<file path="config.mk">
export PLATFORM = sky130hd
export DESIGN_NAME = rv_fetch_unit
export DESIGN_NICKNAME = d
export VERILOG_FILES = /design/src/rtl/rv_fetch_unit_pkg.sv /design/src/rtl/rv_fetch_unit_fetch_queue.sv /design/src/rtl/rv_fetch_unit.sv
export SDC_FILE = /design/constraint.sdc
export NUM_CORES = 1
export LEC_CHECK = 0
export ABC_CLOCK_PERIOD_IN_PS = 7700
export BUFFER_PORTS_ARGS = -buffer_cell sky130_fd_sc_hd__clkbuf_2
export CAP_MARGIN = 20
export CORE_ASPECT_RATIO = 0.8
export CORE_UTILIZATION = 45
export CTS_BUF_LIST = sky130_fd_sc_hd__clkbuf_4
export CTS_CLUSTER_SIZE = 20
export DETAILED_ROUTE_END_ITERATION = 7
export GPL_TIMING_DRIVEN = 1
export PLACE_DENSITY = 0.75
export SLEW_MARGIN = 20
export SYNTH_ARGS = -nofsm -noshare
export SYNTH_HDL_FRONTEND = slang
export SYNTH_SLANG_ARGS = --single-unit
</file>
<file path="constraint.sdc">
create_clock -name i_Clk -period 7.7 [get_ports i_Clk]
set_input_delay 0.385 -clock i_Clk [delete_from_list [all_inputs] [get_ports i_Clk]]
set_output_delay 0.385 -clock i_Clk [all_outputs]
set_load 0.01 [all_outputs]
</file>
<file path="src/rtl/rv_fetch_unit_pkg.sv">
// Shared definitions for the RV32I instruction-fetch front end.
//   NopInst        : canonical NOP (addi x0, x0, 0) shown on an empty queue head
//   XlenDefault    : default PC / address width
//   IaddrWDefault  : default instruction-memory word-address width
//   DepthDefault   : default prefetch queue depth
package rv_fetch_unit_pkg;

  localparam logic [31:0] NopInst       = 32'h0000_0013;
  localparam int unsigned XlenDefault   = 32;
  localparam int unsigned IaddrWDefault = 30;
  localparam int unsigned DepthDefault  = 4;

endpackage

</file>
<file path="src/rtl/rv_fetch_unit_fetch_queue.sv">
// Synchronous FIFO holding {pc, inst} pairs for the fetch unit.
// Ports:
//   clk_i, rst_ni : clock, asynchronous active-low reset
//   push_i        : write wdata_i at the tail
//   pop_i         : advance the head (caller guarantees non-empty)
//   flush_i       : empty the queue; overrides push and pop
//   wdata_i       : entry to write
//   rdata_o       : head entry, read combinationally from storage
//   count_o       : occupied entries
module rv_fetch_unit_fetch_queue #(
  parameter int unsigned Width = 64,
  parameter int unsigned Depth = 4,
  localparam int unsigned PtrW = $clog2(Depth),
  localparam int unsigned CntW = $clog2(Depth + 1)
) (
  input  logic             clk_i,
  input  logic             rst_ni,
  input  logic             push_i,
  input  logic             pop_i,
  input  logic             flush_i,
  input  logic [Width-1:0] wdata_i,
  output logic [Width-1:0] rdata_o,
  output logic [CntW-1:0]  count_o
);

  logic [Width-1:0] mem_q [Depth];
  logic [PtrW-1:0]  wr_ptr_q, wr_ptr_d;
  logic [PtrW-1:0]  rd_ptr_q, rd_ptr_d;
  logic [CntW-1:0]  count_q, count_d;

  // Depth is a power of two, so pointer increments wrap naturally.
  always_comb begin
    wr_ptr_d = wr_ptr_q;
    rd_ptr_d = rd_ptr_q;
    count_d  = count_q;
    if (flush_i) begin
      wr_ptr_d = '0;
      rd_ptr_d = '0;
      count_d  = '0;
    end else begin
      if (push_i) wr_ptr_d = wr_ptr_q + PtrW'(1);
      if (pop_i)  rd_ptr_d = rd_ptr_q + PtrW'(1);
      if (push_i && !pop_i) begin
        count_d = count_q + CntW'(1);
      end else if (!push_i && pop_i) begin
        count_d = count_q - CntW'(1);
      end
    end
  end

  always_ff @(posedge clk_i or negedge rst_ni) begin
    if (!rst_ni) begin
      wr_ptr_q <= '0;
      rd_ptr_q <= '0;
      count_q  <= '0;
    end else begin
      wr_ptr_q <= wr_ptr_d;
      rd_ptr_q <= rd_ptr_d;
      count_q  <= count_d;
    end
  end

  // Storage is deliberately not reset; the consumer masks the head when empty.
  always_ff @(posedge clk_i) begin
    if (push_i && !flush_i) mem_q[wr_ptr_q] <= wdata_i;
  end

  assign rdata_o = mem_q[rd_ptr_q];
  assign count_o = count_q;

endmodule

</file>
<file path="src/rtl/rv_fetch_unit.sv">
// Instruction-fetch front end: owns the PC, issues word reads to a 1-cycle
// synchronous instruction memory, buffers {pc, inst} in a prefetch queue and
// presents the head to decode over valid/ready. A redirect flushes everything.
// Ports:
//   i_Clk, i_Rst          : clock, asynchronous active-low reset
//   i_Enb                 : fetch enable (low = no new requests)
//   o_Imem_Req            : read request this cycle
//   ov_Imem_Addr          : word address of the request
//   iv_Imem_Data          : read data, valid the cycle after a request
//   i_Redirect            : flush and restart at iv_Redirect_Pc
//   iv_Redirect_Pc        : redirect target (low two bits ignored)
//   o_Inst_Valid          : queue head valid
//   i_Inst_Ready          : decode accepts head
//   ov_Inst               : head instruction, NOP when not valid
//   ov_Inst_Pc            : head PC, 0 when not valid
//   ov_Inst_Pc4           : head PC + 4, 0 when not valid
//   ov_Count              : occupied queue entries
module rv_fetch_unit
  import rv_fetch_unit_pkg::*;
#(
  parameter int unsigned      XLEN         = XlenDefault,
  parameter int unsigned      DEPTH        = DepthDefault,
  parameter logic [XLEN-1:0]  RESET_VECTOR = '0,
  parameter int unsigned      IADDR_W      = IaddrWDefault,
  localparam int unsigned     CntW         = $clog2(DEPTH + 1)
) (
  input  logic               i_Clk,
  input  logic               i_Rst,
  input  logic               i_Enb,
  output logic               o_Imem_Req,
  output logic [IADDR_W-1:0] ov_Imem_Addr,
  input  logic [31:0]        iv_Imem_Data,
  input  logic               i_Redirect,
  input  logic [XLEN-1:0]    iv_Redirect_Pc,
  output logic               o_Inst_Valid,
  input  logic               i_Inst_Ready,
  output logic [31:0]        ov_Inst,
  output logic [XLEN-1:0]    ov_Inst_Pc,
  output logic [XLEN-1:0]    ov_Inst_Pc4,
  output logic [CntW-1:0]    ov_Count
);

  localparam logic [CntW:0] DepthLim = (CntW + 1)'(DEPTH);

  logic [XLEN-1:0]    fetch_pc_q, fetch_pc_d;
  logic [XLEN-1:0]    req_pc_q, req_pc_d;
  logic               inflight_q, inflight_d;
  logic [CntW-1:0]    count;
  logic [CntW:0]      occupancy;
  logic               issue, push, pop, valid;
  logic [XLEN+31:0]   head;
  logic [XLEN-1:0]    head_pc;
  logic               unused_redirect_lsb;

  assign unused_redirect_lsb = ^iv_Redirect_Pc[1:0];

  // Credit: entries held plus the one possibly in flight must leave room for the
  // response, so the queue can never be full when data returns.
  assign occupancy = {1'b0, count} + {{CntW{1'b0}}, inflight_q};
  assign issue     = i_Enb & ~i_Redirect & (occupancy < DepthLim);
  assign push      = inflight_q & ~i_Redirect;
  assign valid     = (count != '0);
  assign pop       = valid & i_Inst_Ready & ~i_Redirect;

  always_comb begin
    fetch_pc_d = fetch_pc_q;
    req_pc_d   = req_pc_q;
    inflight_d = issue;
    if (i_Redirect) begin
      fetch_pc_d = {iv_Redirect_Pc[XLEN-1:2], 2'b00};
    end else if (issue) begin
      req_pc_d   = fetch_pc_q;
      fetch_pc_d = fetch_pc_q + XLEN'(4);
    end
  end

  always_ff @(posedge i_Clk or negedge i_Rst) begin
    if (!i_Rst) begin
      fetch_pc_q <= RESET_VECTOR;
      req_pc_q   <= '0;
      inflight_q <= 1'b0;
    end else begin
      fetch_pc_q <= fetch_pc_d;
      req_pc_q   <= req_pc_d;
      inflight_q <= inflight_d;
    end
  end

  rv_fetch_unit_fetch_queue #(
    .Width (XLEN + 32),
    .Depth (DEPTH)
  ) u_queue (
    .clk_i   (i_Clk),
    .rst_ni  (i_Rst),
    .push_i  (push),
    .pop_i   (pop),
    .flush_i (i_Redirect),
    .wdata_i ({req_pc_q, iv_Imem_Data}),
    .rdata_o (head),
    .count_o (count)
  );

  assign head_pc = head[XLEN+31:32];

  // Request is gated by reset directly so it drops the instant reset asserts,
  // not only after the credit state has cleared.
  assign o_Imem_Req   = i_Rst & issue;
  assign ov_Imem_Addr = fetch_pc_q[IADDR_W+1:2];
  assign o_Inst_Valid = valid;
  assign ov_Inst      = valid ? head[31:0] : NopInst;
  assign ov_Inst_Pc   = valid ? head_pc : '0;
  assign ov_Inst_Pc4  = valid ? head_pc + XLEN'(4) : '0;
  assign ov_Count     = count;

endmodule
</file>
==> results.sh <==
export IMPL_synth_cells=920
export IMPL_rsz0062_at_grt="no"
export IMPL_post_place_ws_ns=3.66
export IMPL_hold_class="in -> reg"
export IMPL_hp_start="i_Inst_Ready"
export IMPL_synth_warnings=0
export IMPL_ctsRootBufferMaster="clkbuf_4"
export IMPL_irDropWorstVdd_uv=198
export IMPL_fin_crit_ns=4.67
export IMPL_cp_max_fo=36
export IMPL_drc=0
export IMPL_worst_slack_ns=3.03
export IMPL_worst_setup_path_end_kind="output pin"
export IMPL_stdcell_count=1689
export IMPL_setup_violations=0
export IMPL_first_iter_violations=781
export IMPL_slew_headroom_pct=36.3
export IMPL_ios=200
export IMPL_cts_buffers_inserted=79
export IMPL_clk_pin_slew_worst_paths_ns=0.06
export IMPL_areaGrowthSynthToFinish_pct=22.0
export IMPL_power_leakage_uw=0.00624
export IMPL_grt_max_degree=75
export IMPL_htree_num_levels=3
export IMPL_p_int_uw=3540
export IMPL_crit_type="reg -> out"
export IMPL_p_sw_uw=1890
export IMPL_routedWlPerCell_um=18.9
export IMPL_cts_num_sinks=316
export IMPL_numPortBuffers=193
export IMPL_synth_seq_cells=316
export IMPL_timing_final_crit_share_pct=60.7
export IMPL_worst_skew_pair_late_latency_ns=0.69
export IMPL_core_area_sq_um=29500
export IMPL_drtPass1Iterations=5
export IMPL_regToRegEndpoint="u_queue.count_o[2]"
export IMPL_grt_total_usage_pct=21.0
export IMPL_cts_buffer_depth=3
export IMPL_globalplace_congestion=0.841
export IMPL_fp_dieW_um=196
export IMPL_worst_pin_slew_ns=0.956
export IMPL_avgSynthCellArea_sq_um=14.8
export IMPL_ys_async_sr_fraction_pct=21.5
export IMPL_drive_gt1_share_pct=32.6
export IMPL_rr_worst_depth=11
export IMPL_grt_pass1_wl_um=49500
export IMPL_critPathLaunch="u_queue.rd_ptr_q[1]"
export IMPL_synth_edf_count=248
export IMPL_crit_path_end="ov_Inst_Pc4[25]"
export IMPL_arrival_ns=4.29
export IMPL_fin_skew_ns=0.0647
export IMPL_finalHoldViolations=0
export IMPL_cts_setup_buffers=0
export IMPL_synth_cell_types=53
export IMPL_outcome="finished clean"
export IMPL_worstPathRequired_ns=7.32
export IMPL_seq_area_frac_synth_pct=67.2
export IMPL_comb_power_share_pct=31.3
export IMPL_die_area_sq_um=30900
export IMPL_fmax_mhz=214
export IMPL_p_seq_share_pct=43.1
export IMPL_power_uw=5430
export IMPL_finalMaxSlewViolations=0
export IMPL_reg2reg_slack_ns=4.81
export IMPL_nets=1296
export IMPL_row_count=56
export IMPL_startpoint_type="flip-flop"
export IMPL_antenna_left=0
export IMPL_initial_core_util_pct=46.1
export IMPL_post_place_cells=1482
export IMPL_setup_tns_ns=0
export IMPL_crit_reg2reg_launch="u_queue.count_o[0]"
export IMPL_die_h_um=158
export IMPL_routed_wl_um=31900
export IMPL_synthFlopType="edfxtp_1"
export IMPL_syn_area_sq_um=13600
export IMPL_vias=9025
export IMPL_routed_via_density=5.34
export IMPL_antenna_found_initial=2
export IMPL_hpwlAfterDp_um=19400
export IMPL_grt_pass1_vias=9012
export IMPL_power_density_nw_per_um2=327
export IMPL_drv_cap=0
export IMPL_pwr_share_clk_pct=25.7
export IMPL_switching_share_pct=34.9
export IMPL_grt_overflow=0
export IMPL_cts_tree="done"
==> cells in the mapped netlist (4+ instances only) <==
master / n / share of area [%]
a21oi_1: 10 / 0.37
nor4_1: 7 / 0.32
nor3b_1: 4 / 0.22
a221o_1: 11 / 0.81
nor2_1: 55 / 1.5
mux2_1: 10 / 0.83
nor3_1: 17 / 0.63
buf_4: 4 / 0.22
inv_1: 17 / 0.47
nand2_1: 124 / 3.4
a31oi_1: 9 / 0.41
mux4_2: 61 / 10
o311ai_0: 12 / 0.77
nand3_1: 26 / 0.96
nor3_2: 8 / 0.59
o21ai_0: 35 / 1.3
ha_1: 6 / 0.55
a41oi_1: 4 / 0.26
and3_1: 4 / 0.18
xnor2_1: 13 / 0.84
edfxtp_1: 248 / 55
clkbuf_1: 33 / 0.91
and2_1: 62 / 2.9
or2_2: 4 / 0.18
buf_2: 10 / 0.37
nand4_1: 13 / 0.60
dfrtp_1: 68 / 13
buf_1: 4 / 0.11
==> how the worst min path moves through the flow <==
stage | end | cells past startpoint | slack [ns]
6_report | u_queue.count_o[2] | 3 | 0.13
5_1_grt | u_queue.count_o[2] | 3 | 0.11
4_1_cts | u_queue.count_o[2] | 3 | 0.07
3_5_place_dp | u_queue.mem_q[3][47] | 0 | 0.52
3_3_place_gp | u_queue.mem_q[2][63] | 0 | 0.49
2_1_floorplan | fetch_pc_q[10] | 0 | 0.09
==> power groups by stage <==
stage | Clock [uW] | Combinational (uW) | Sequential (uW)
after detailed placement | 0 | 1680 | 2370
final | 1390 | 1700 | 2340
after CTS | 1430 | 1710 | 2340
after global routing | 1520 | 1860 | 2370
after global placement | 0 | 1670 | 2350
after floorplan | 0 | 1160 | 2220
==> metrics by stage <==
| step | instance area, sq um | hold WS, ns | util [%] |
|---|---|---|---|
| finish | 16600 | 0.130 | 56.3 |
| detailed placement | 15000 | 0.515 | 50.7 |
| global placement | 15000 | 0.495 | 50.7 |
| global route | 16600 | 0.113 | 56.3 |
| floorplan | 13600 | 0.0894 | - |
| CTS | 16600 | 0.0738 | 56.3 |
==> per-layer routing <==
metal | track usage [%] | up-vias | routed length (um)
met5 | 0 | - | 0
met4 | 5.95 | 0 | 384
met3 | 3.86 | 41 | 2420
met2 | 31.8 | 410 | 14400
met1 | 31.3 | 4434 | 14600
li1 | - | 4140 | -
==> flip-flops by register name, summed over array words and instances, names as in the netlist <==
register	flops
u_queue.wr_ptr_q	2
u_queue.count_o	3
inflight_q	1
u_queue.mem_q	248
u_queue.rd_ptr_q	2
fetch_pc_q	30
req_pc_q	30
==> cell usage in the layout (no fill, tap or decap), types with 10 or more instances in the layout <==
master,Yosys,layout
o21ai_0,35,35
xnor2_1,13,13
a21oi_1,10,10
dfrtp_1,68,66
mux2_1,10,10
and2_1,62,58
buf_4,4,14
dlygate4sd3_1,0,63
mux4_2,61,61
nand3_1,26,25
a221o_1,11,11
nand4_1,13,13
nand2_1,124,124
clkinv_1,0,26
nor3_1,17,16
o311ai_0,12,12
nor2_1,55,55
clkbuf_4,0,109
inv_1,17,17
clkbuf_2,0,192
edfxtp_1,248,248
==> area by class of cell <==
class | count | area, sq um
clock buffer | 109 | 818
sequential | 316 | 9150
tap | 406 | 508
timing repair buffer | 270 | 1700
inverter | 18 | 67.6
clock inverter | 33 | 195
multi-input combinational | 535 | 4150
antenna | 2 | 5.00
fill | 2384 | 12900
==> kinds of logic after synthesis <==
kind of cell               count (synthesis)  synth area share, %
muxes                                     75                 11.2
and+or+nand+nor                          342                 12.9
other                                      1               0.0276
buffers and inverters                     72                 2.42
adders and majority gates                  7                0.699
AOI/OAI and AO/OA                         91                 4.48
DFF                                      316                 67.2
xor gates and xnor gates                  16                 1.03
==> worst max-delay path, cell delays in order, from the launching register on <==
cell and delay, ns:
dfrtp_2 0.84, buf_4 0.59, mux4_2 0.39, nand4_1 0.49
or3_4 0.64, nor3_2 0.15, mux2_1 0.36, clkbuf_2 0.14
==> repair_timing <==
item / 4_1_cts / 5_1_grt
hold endpoints to repair: 226 / 0
hold buffers: 63 / 0
resized for setup: 0 / 0
No activity file was read; power rests on OpenSTA's default activity.
